## src/rtl/cpu_ctrl_pkg.sv

```systemverilog
// Shared encodings for the V-CORE multi-cycle sequencer: FSM states,
// opcode class constants and PC source selects.
package cpu_ctrl_pkg;

   typedef enum logic [2:0] {
      ST_RST    = 3'd0,
      ST_FETCH  = 3'd1,
      ST_DECODE = 3'd2,
      ST_EXEC   = 3'd3,
      ST_MEM    = 3'd4,
      ST_WB     = 3'd5,
      ST_HLT    = 3'd6
   } state_e;

   typedef enum logic [1:0] {
      PC_SRC_SEQ    = 2'b00,
      PC_SRC_BRANCH = 2'b01,
      PC_SRC_JUMP   = 2'b10
   } pc_src_e;

   localparam logic [6:0] OPC_R      = 7'b0110011;
   localparam logic [6:0] OPC_I      = 7'b0010011;
   localparam logic [6:0] OPC_LOAD   = 7'b0000011;
   localparam logic [6:0] OPC_STORE  = 7'b0100011;
   localparam logic [6:0] OPC_BRANCH = 7'b1100011;
   localparam logic [6:0] OPC_JAL    = 7'b1101111;
   localparam logic [6:0] OPC_HALT   = 7'b1111111;

   // Width of the memory wait counter; it only ever holds MEM_TIMEOUT-1.
   function automatic int wait_cnt_width(input int timeout);
      return (timeout > 1) ? $clog2(timeout) : 1;
   endfunction

endpackage : cpu_ctrl_pkg

```

## src/rtl/cpu_seq_ctrl_if.sv

```systemverilog
// Bundle of sequencer <-> datapath/memory signals. master = sequencer,
// slave = datapath and unified memory port.
interface cpu_seq_ctrl_if #(
   parameter int OPC_W = 7,
   parameter int CNT_W = 32
);

   logic [OPC_W-1:0] opcode;
   logic             branch_taken;
   logic             mem_ack;

   logic             mem_req;
   logic             mem_we;
   logic             mem_sel_data;
   logic             ir_load;
   logic             pc_load;
   logic [1:0]       pc_src;
   logic             reg_write;
   logic             alu_src;
   logic             wb_sel;
   logic             halted;
   logic             bus_err;
   logic             trap;
   logic [2:0]       state;
   logic [CNT_W-1:0] instr_count;

   modport master (
      input  opcode, branch_taken, mem_ack,
      output mem_req, mem_we, mem_sel_data, ir_load, pc_load, pc_src,
             reg_write, alu_src, wb_sel, halted, bus_err, trap, state,
             instr_count
   );

   modport slave (
      output opcode, branch_taken, mem_ack,
      input  mem_req, mem_we, mem_sel_data, ir_load, pc_load, pc_src,
             reg_write, alu_src, wb_sel, halted, bus_err, trap, state,
             instr_count
   );

endinterface : cpu_seq_ctrl_if

```

## src/rtl/cpu_opclass.sv

```systemverilog
// Combinational opcode-to-class decoder; exactly one is_* output is high
// for any opcode value.
module cpu_opclass
   import cpu_ctrl_pkg::*;
#(
   parameter int OPC_W = 7
) (
   input  logic [OPC_W-1:0] opcode,
   output logic             is_r,
   output logic             is_i,
   output logic             is_load,
   output logic             is_store,
   output logic             is_branch,
   output logic             is_jal,
   output logic             is_halt,
   output logic             is_illegal
);

   // NOTE: every output gets a default before the case, so no path through
   // this block leaves a signal unassigned and no latch is inferred.
   always_comb begin
      is_r       = 1'b0;
      is_i       = 1'b0;
      is_load    = 1'b0;
      is_store   = 1'b0;
      is_branch  = 1'b0;
      is_jal     = 1'b0;
      is_halt    = 1'b0;
      is_illegal = 1'b0;
      case (opcode)
         OPC_W'(OPC_R):      is_r       = 1'b1;
         OPC_W'(OPC_I):      is_i       = 1'b1;
         OPC_W'(OPC_LOAD):   is_load    = 1'b1;
         OPC_W'(OPC_STORE):  is_store   = 1'b1;
         OPC_W'(OPC_BRANCH): is_branch  = 1'b1;
         OPC_W'(OPC_JAL):    is_jal     = 1'b1;
         OPC_W'(OPC_HALT):   is_halt    = 1'b1;
         default:            is_illegal = 1'b1;
      endcase
   end

endmodule : cpu_opclass

```

## src/rtl/cpu_seq_ctrl.sv

```systemverilog
// Multi-cycle FETCH/DECODE/EXEC/MEM/WB sequencer with a shared memory port.
// Optional build macro CPU_ILLEGAL_TRAP_EN: illegal opcodes halt with trap.
module cpu_seq_ctrl
   import cpu_ctrl_pkg::*;
#(
   parameter int OPC_W       = 7,
   parameter int CNT_W       = 32,
   parameter int MEM_TIMEOUT = 255
) (
   input  logic            clk,
   input  logic            reset,
   cpu_seq_ctrl_if.master  bus
);

   localparam int WAIT_W = wait_cnt_width(MEM_TIMEOUT);

   state_e             state_q, state_d;
   logic [WAIT_W-1:0]  wait_q, wait_d;
   logic [CNT_W-1:0]   cnt_q;
   logic               halted_q;
   logic               bus_err_q;

   logic is_r, is_i, is_load, is_store, is_branch, is_jal, is_halt, is_illegal;
   logic uses_imm;
   logic wait_expired;
   logic retire;
   logic timeout_hit;

   logic    mem_req, mem_we, mem_sel_data, ir_load, pc_load;
   logic    reg_write, alu_src, wb_sel;
   pc_src_e pc_src;

`ifdef CPU_ILLEGAL_TRAP_EN
   logic trap_q;
   logic trap_hit;
`endif

   cpu_opclass #(.OPC_W(OPC_W)) u_opclass (
      .opcode     (bus.opcode),
      .is_r       (is_r),
      .is_i       (is_i),
      .is_load    (is_load),
      .is_store   (is_store),
      .is_branch  (is_branch),
      .is_jal     (is_jal),
      .is_halt    (is_halt),
      .is_illegal (is_illegal)
   );

   assign uses_imm     = is_i | is_load | is_store;
   // A timeout of zero never expires; otherwise the current unacked cycle is
   // the MEM_TIMEOUT-th one when the counter already holds MEM_TIMEOUT-1.
   assign wait_expired = (MEM_TIMEOUT != 0) && (int'(wait_q) == MEM_TIMEOUT - 1);

   always_comb begin
      state_d      = state_q;
      wait_d       = '0;
      retire       = 1'b0;
      timeout_hit  = 1'b0;
      mem_req      = 1'b0;
      mem_we       = 1'b0;
      mem_sel_data = 1'b0;
      ir_load      = 1'b0;
      pc_load      = 1'b0;
      pc_src       = PC_SRC_SEQ;
      reg_write    = 1'b0;
      alu_src      = 1'b0;
      wb_sel       = 1'b0;
`ifdef CPU_ILLEGAL_TRAP_EN
      trap_hit     = 1'b0;
`endif

      case (state_q)
         ST_RST: state_d = ST_FETCH;

         ST_FETCH: begin
            mem_req = 1'b1;
            if (bus.mem_ack) begin
               ir_load = 1'b1;
               state_d = ST_DECODE;
            end else if (wait_expired) begin
               timeout_hit = 1'b1;
               state_d     = ST_HLT;
            end else begin
               wait_d = wait_q + 1'b1;
            end
         end

         ST_DECODE: state_d = ST_EXEC;

         ST_EXEC: begin
            alu_src = uses_imm;
            if (is_load || is_store) begin
               state_d = ST_MEM;
            end else if (is_r || is_i || is_jal) begin
               state_d = ST_WB;
            end else if (is_branch) begin
               pc_load = 1'b1;
               pc_src  = bus.branch_taken ? PC_SRC_BRANCH : PC_SRC_SEQ;
               retire  = 1'b1;
               state_d = ST_FETCH;
            end else if (is_halt) begin
               state_d = ST_HLT;
            end else if (is_illegal) begin
`ifdef CPU_ILLEGAL_TRAP_EN
               trap_hit = 1'b1;
               state_d  = ST_HLT;
`else
               // Treated as a NOP: fall through to the next sequential PC.
               pc_load = 1'b1;
               retire  = 1'b1;
               state_d = ST_FETCH;
`endif
            end
         end

         ST_MEM: begin
            mem_req      = 1'b1;
            mem_sel_data = 1'b1;
            mem_we       = is_store;
            alu_src      = uses_imm;
            if (bus.mem_ack) begin
               if (is_store) begin
                  pc_load = 1'b1;
                  retire  = 1'b1;
                  state_d = ST_FETCH;
               end else begin
                  state_d = ST_WB;
               end
            end else if (wait_expired) begin
               timeout_hit = 1'b1;
               state_d     = ST_HLT;
            end else begin
               wait_d = wait_q + 1'b1;
            end
         end

         ST_WB: begin
            reg_write = 1'b1;
            wb_sel    = is_load;
            alu_src   = uses_imm;
            pc_load   = 1'b1;
            pc_src    = is_jal ? PC_SRC_JUMP : PC_SRC_SEQ;
            retire    = 1'b1;
            state_d   = ST_FETCH;
         end

         ST_HLT: state_d = ST_HLT;

         default: state_d = ST_RST;
      endcase
   end

   // NOTE: the asynchronous reset clears every flop here, including the wait
   // counter, so an abandoned request cannot carry its wait count forward.
   always_ff @(posedge clk or posedge reset) begin
      if (reset) begin
         state_q   <= ST_RST;
         wait_q    <= '0;
         cnt_q     <= '0;
         halted_q  <= 1'b0;
         bus_err_q <= 1'b0;
      end else begin
         // NOTE: non-blocking assignments so every flop samples the values
         // from before this edge, independent of statement order.
         state_q <= state_d;
         wait_q  <= wait_d;
         if (retire)
            cnt_q <= cnt_q + 1'b1;
         if (state_d == ST_HLT)
            halted_q <= 1'b1;
         if (timeout_hit)
            bus_err_q <= 1'b1;
      end
   end

`ifdef CPU_ILLEGAL_TRAP_EN
   always_ff @(posedge clk or posedge reset) begin
      if (reset)
         trap_q <= 1'b0;
      else if (trap_hit)
         trap_q <= 1'b1;
   end

   assign bus.trap = trap_q;
`else
   assign bus.trap = 1'b0;
`endif

   assign bus.mem_req      = mem_req;
   assign bus.mem_we       = mem_we;
   assign bus.mem_sel_data = mem_sel_data;
   assign bus.ir_load      = ir_load;
   assign bus.pc_load      = pc_load;
   assign bus.pc_src       = pc_src;
   assign bus.reg_write    = reg_write;
   assign bus.alu_src      = alu_src;
   assign bus.wb_sel       = wb_sel;
   assign bus.halted       = halted_q;
   assign bus.bus_err      = bus_err_q;
   assign bus.state        = state_q;
   assign bus.instr_count  = cnt_q;

endmodule : cpu_seq_ctrl

```

## src/flat_wrapper.sv

```systemverilog
// flat-port wrapper written by rule: the top's interface ports become plain ports
module cpu_seq_ctrl_flat import cpu_ctrl_pkg::*;
#(
   parameter int OPC_W       = 7,
   parameter int CNT_W       = 32,
   parameter int MEM_TIMEOUT = 255
)
  (clk, reset, bus_opcode, bus_branch_taken, bus_mem_ack, bus_mem_req, bus_mem_we, bus_mem_sel_data, bus_ir_load, bus_pc_load, bus_pc_src, bus_reg_write, bus_alu_src, bus_wb_sel, bus_halted, bus_bus_err, bus_trap, bus_state, bus_instr_count);
  cpu_seq_ctrl_if #(.OPC_W(OPC_W), .CNT_W(CNT_W)) bus_i ();
  input  logic clk;
  input  logic reset;
  input wire logic [$bits(bus_i.opcode)-1:0] bus_opcode;
  input wire logic [$bits(bus_i.branch_taken)-1:0] bus_branch_taken;
  input wire logic [$bits(bus_i.mem_ack)-1:0] bus_mem_ack;
  output wire logic [$bits(bus_i.mem_req)-1:0] bus_mem_req;
  output wire logic [$bits(bus_i.mem_we)-1:0] bus_mem_we;
  output wire logic [$bits(bus_i.mem_sel_data)-1:0] bus_mem_sel_data;
  output wire logic [$bits(bus_i.ir_load)-1:0] bus_ir_load;
  output wire logic [$bits(bus_i.pc_load)-1:0] bus_pc_load;
  output wire logic [$bits(bus_i.pc_src)-1:0] bus_pc_src;
  output wire logic [$bits(bus_i.reg_write)-1:0] bus_reg_write;
  output wire logic [$bits(bus_i.alu_src)-1:0] bus_alu_src;
  output wire logic [$bits(bus_i.wb_sel)-1:0] bus_wb_sel;
  output wire logic [$bits(bus_i.halted)-1:0] bus_halted;
  output wire logic [$bits(bus_i.bus_err)-1:0] bus_bus_err;
  output wire logic [$bits(bus_i.trap)-1:0] bus_trap;
  output wire logic [$bits(bus_i.state)-1:0] bus_state;
  output wire logic [$bits(bus_i.instr_count)-1:0] bus_instr_count;
  assign bus_i.opcode = bus_opcode;
  assign bus_i.branch_taken = bus_branch_taken;
  assign bus_i.mem_ack = bus_mem_ack;
  assign bus_mem_req = bus_i.mem_req;
  assign bus_mem_we = bus_i.mem_we;
  assign bus_mem_sel_data = bus_i.mem_sel_data;
  assign bus_ir_load = bus_i.ir_load;
  assign bus_pc_load = bus_i.pc_load;
  assign bus_pc_src = bus_i.pc_src;
  assign bus_reg_write = bus_i.reg_write;
  assign bus_alu_src = bus_i.alu_src;
  assign bus_wb_sel = bus_i.wb_sel;
  assign bus_halted = bus_i.halted;
  assign bus_bus_err = bus_i.bus_err;
  assign bus_trap = bus_i.trap;
  assign bus_state = bus_i.state;
  assign bus_instr_count = bus_i.instr_count;
  cpu_seq_ctrl #(.OPC_W(OPC_W), .CNT_W(CNT_W), .MEM_TIMEOUT(MEM_TIMEOUT)) u_core (.clk(clk), .reset(reset), .bus(bus_i));
endmodule
```

## config.mk

```make
export PLATFORM = sky130hd
export DESIGN_NAME = cpu_seq_ctrl_flat
export DESIGN_NICKNAME = d
export VERILOG_FILES = /design/src/rtl/cpu_ctrl_pkg.sv /design/src/rtl/cpu_seq_ctrl_if.sv /design/src/rtl/cpu_opclass.sv /design/src/rtl/cpu_seq_ctrl.sv /design/src/flat_wrapper.sv
export SDC_FILE = /design/constraint.sdc
export NUM_CORES = 1
export LEC_CHECK = 0
export CORE_UTILIZATION = 49
export CTS_CLUSTER_DIAMETER = 60
export DETAILED_ROUTE_END_ITERATION = 10
export PLACE_DENSITY = 0.8
export RECOVER_POWER = 50
export SYNTH_ARGS = -nofsm -noshare
export SYNTH_HDL_FRONTEND = slang
export SYNTH_HIERARCHICAL = 1
export SYNTH_SLANG_ARGS = --single-unit
```

## constraint.sdc

```tcl
create_clock -name clk -period 2.39 [get_ports clk]
set_clock_uncertainty 0.05 [all_clocks]
set_input_delay 0.3585 -clock clk [delete_from_list [all_inputs] [get_ports clk]]
set_output_delay 0.3585 -clock clk [all_outputs]
set_load 0.02 [all_outputs]
```

==> metrics.cfg <==
[clock_tree]
cts_max_level=2
cts.sinks=45
ctsHoldBuffers=0
clkTransAtPathRegs_ns=0.07
root_buffer=clkbuf_8
cts_tree=yes
numCtsBuffers=5
clockBufferDepth=2
clock_latency_ns=0.29

[flow_run]
cap_violations=0

[synth]
synthMuxAreaShare_pct=0.465
ys_seq_elements=45
ys.flop_type=dfrtp_1
ys_seq_area_share_pct=46.5
synth_compound_area_share_pct=7.02
syn_inst=243
synth_top_family_by_area=simple AND/OR/NAND/NOR gates
synth-simple-area-share_pct=27.2
synth.distinct_cells=44
ys_warn_count=6
syn_area_um2=2420
syn-num-nets=257
synth_area_per_cell_um2=9.97
synth_edf_count=0
synth-xor-area-share_pct=13.7
synth_fa_ha_area_share_pct=1.55
synthArstFlopShare_pct=100

[floorplan]
coreArea_um2=4750
start_util_pct=50.9
io_pins=59
rows=25
die_x_um=72.3
die_h_um=72.3
die_area_um2=5230

[critical_path]
path_class=primary input to primary output
slowest_delay_ns=0.42
crit_buf_inv=4
critPathTopFamily=simple AND/OR/NAND/NOR gates
critPathArrivalTime_ns=1.95
startpoint_type=primary input
endpoint_kind=primary output
path_max_fanout=4
path_cells=clkdlybuf4s15_1, buf_4, inv_1, nor4_4, or3_4, or3_4, nor2_1, buf_4
cp.required_ns=1.98
crit_slowest_cell=or3_4

[placed_design]
gp_congestion=0.816
hpwl_mm=4.01
port_buffers=57
dp.cells=392
placedInstanceArea_um2=3300

[grt]
grt_pass1_vias=1996
grtUsageTotal_pct=22.9
grt_antenna_before_repair=0
overflow=0
grt_max_degree=46
grt_pass1_wl_mm=9.20

[cells_and_area]
seqCellArea_um2=1130
drive_above_1_share_pct=24.7
area_delta_synth_final_pct=46.3
finalNonFillerCells=403
fillers=333
final_cell_area_um2=3540
diodes=0
nets=351
multi_input_area_um2=1350

[detailed_routing]
wl_per_cell_um=14.3
drtPass1Iterations=4
drt_iter0_drc=99
vias=2112
drc=0
viasPerCell=5.24
wl_mm=5.76
detail-route-antenna-nets=0

[timing]
final-max-slew-violation-count=0
tightest_slew_ns=1.09
finalHoldViolCount=0
relSlewSlack_pct=27.6
fin_crit_ns=2.36
period_share_pct=98.6
max_freq_mhz=424
holdWs_ns=0.406
setup_viol=0
setup_tns_ns=0

[run_status]
run_status=finished clean

[pwr]
power.density_nw_per_um2=618
irDropWorstVdd_uv=544
p_leak_nw=1.68

[min_path]
hold_class=register to register

==> state kept, by name (all words and copies together) (netlist names) <==
| name | flops |
|---|---|
| u_core/wait_q | 8 |
| u_core/bus.instr_count | 32 |
| u_core/bus.bus_err | 1 |
| u_core/bus.halted | 1 |
| u_core/bus.state | 3 |
==> per-layer routing <==
layer	GRT usage, %	part of all wire [%]	vias to the layer above
li1	-	-	1030
met1	29.5	45	1032
met2	38.2	49	44
met3	4.72	4.1	6
met4	8.50	1.3	0
met5	0	0	-
==> worst register-to-register path: stages (launching register included) <==
cell,delay (ns)
dfrtp_1,0.43
nand4_1,0.22
or4_1,0.58
buf_4,0.23
nor3_2,0.27
nand4_1,0.16
xnor2_1,0.16
==> what timing repair did <==
action	in CTS	in global routing
pin swaps	7	12
endpoints found under the setup margin	35	28
hold endpoints to repair	0	0
gates resized for setup	43	17
gates cloned	0	0
buffers inserted	5	0
==> cells in the mapped netlist (4+ instances only) <==
library cell	n	area share (%)
dfrtp_1	45	46
nor2b_1	4	1.0
xnor2_1	16	5.8
and3_1	6	1.5
nand4_1	6	1.5
nor4_1	5	1.3
nor3_2	4	1.7
nand2_1	17	2.6
nor3b_1	4	1.2
nor3_1	14	2.9
and2_1	4	1.0
nand2b_1	4	1.0
nand3_1	12	2.5
inv_1	13	2.0
xor2_1	22	8.0
nor2_1	21	3.3
==> metrics by stage <==
stage / total power, mW / util (%) / setup WS (ns)
floorplan: 1.37 / - / -0.0169
global placement: 1.70 / 69.5 / -0.643
finish: 2.19 / 74.6 / 0.0334
detailed placement: 1.72 / 69.5 / -0.699
CTS: 2.19 / 73.3 / 0.0000702
global route: 2.31 / 74.6 / -0.000869
==> worst paths after layout <==
| kind | startpoint | end | slack, ns | cells after the start |
|---|---|---|---|---|
| max reg2reg | u_core/bus.instr_count[11]$_DFFE_PP0P_ | u_core/bus.instr_count[26]$_DFFE_PP0P_ | 0.20 | 6 |
| min reg2reg | u_core/bus.bus_err$_DFFE_PP0P_ | u_core/bus.bus_err$_DFFE_PP0P_ | 0.41 | 1 |
| max in group asynchronous | reset | u_core/bus.instr_count[1]$_DFFE_PP0P_ | 0.82 | 3 |
| max | bus_opcode[4] | bus_pc_src[0] | 0.03 | 8 |
| min | u_core/bus.bus_err$_DFFE_PP0P_ | u_core/bus.bus_err$_DFFE_PP0P_ | 0.41 | 1 |
| min in group asynchronous | reset | u_core/bus.instr_count[0]$_DFFE_PP0P_ | 0.81 | 3 |
==> where the power goes <==
group | total [mW] | switching [mW] | internal [mW]
clock network | 0.428 | 0.235 | 0.193
registers | 0.942 | 0.102 | 0.840
logic | 0.820 | 0.425 | 0.395
==> area by class of cell <==
class	count	share of cell area [%]
tap	67	2.36
sequential	45	31.8
clock inverter	1	0.141
timing repair buffer	94	24.1
inverter	13	1.45
clock buffer	5	1.94
multi-input combinational	178	38.2
==> layout by cell type (no fill, tap or decap), drive strengths merged, types with 2 or more instances in the layout <==
| master | count |
|---|---|
| dfrtp | 45 |
| buf | 38 |
| clkdlybuf4s50 | 29 |
| xor2 | 22 |
| nor2 | 21 |
| nor3 | 18 |
| nand2 | 17 |
| xnor2 | 16 |
| dlygate4sd3 | 15 |
| nand3 | 12 |
| inv | 12 |
| nor4 | 7 |
| nand4 | 7 |
| clkbuf | 7 |
| dlygate4sd2 | 6 |
| and3 | 6 |
| o21ai | 5 |
| nand2b | 4 |
| or3 | 4 |
| and2 | 4 |
| nor2b | 4 |
| nor3b | 4 |
| a21oi | 3 |
| and4 | 3 |
| ha | 3 |
| clkdlybuf4s15 | 3 |
| a41oi | 2 |
| a21o | 2 |
| clkinv | 2 |
| a31o | 2 |
==> logic make-up after synthesis <==
kind of cell	count (synthesis)
other	1
buffers and inverters	20
AND/OR/NAND/NOR	115
XOR/XNOR	38
AO/OA/AOI/OAI	20
flip-flops	45
multiplexers	1
adder cells (fa/ha/maj)	3
(Power assumes the default switching activity.)
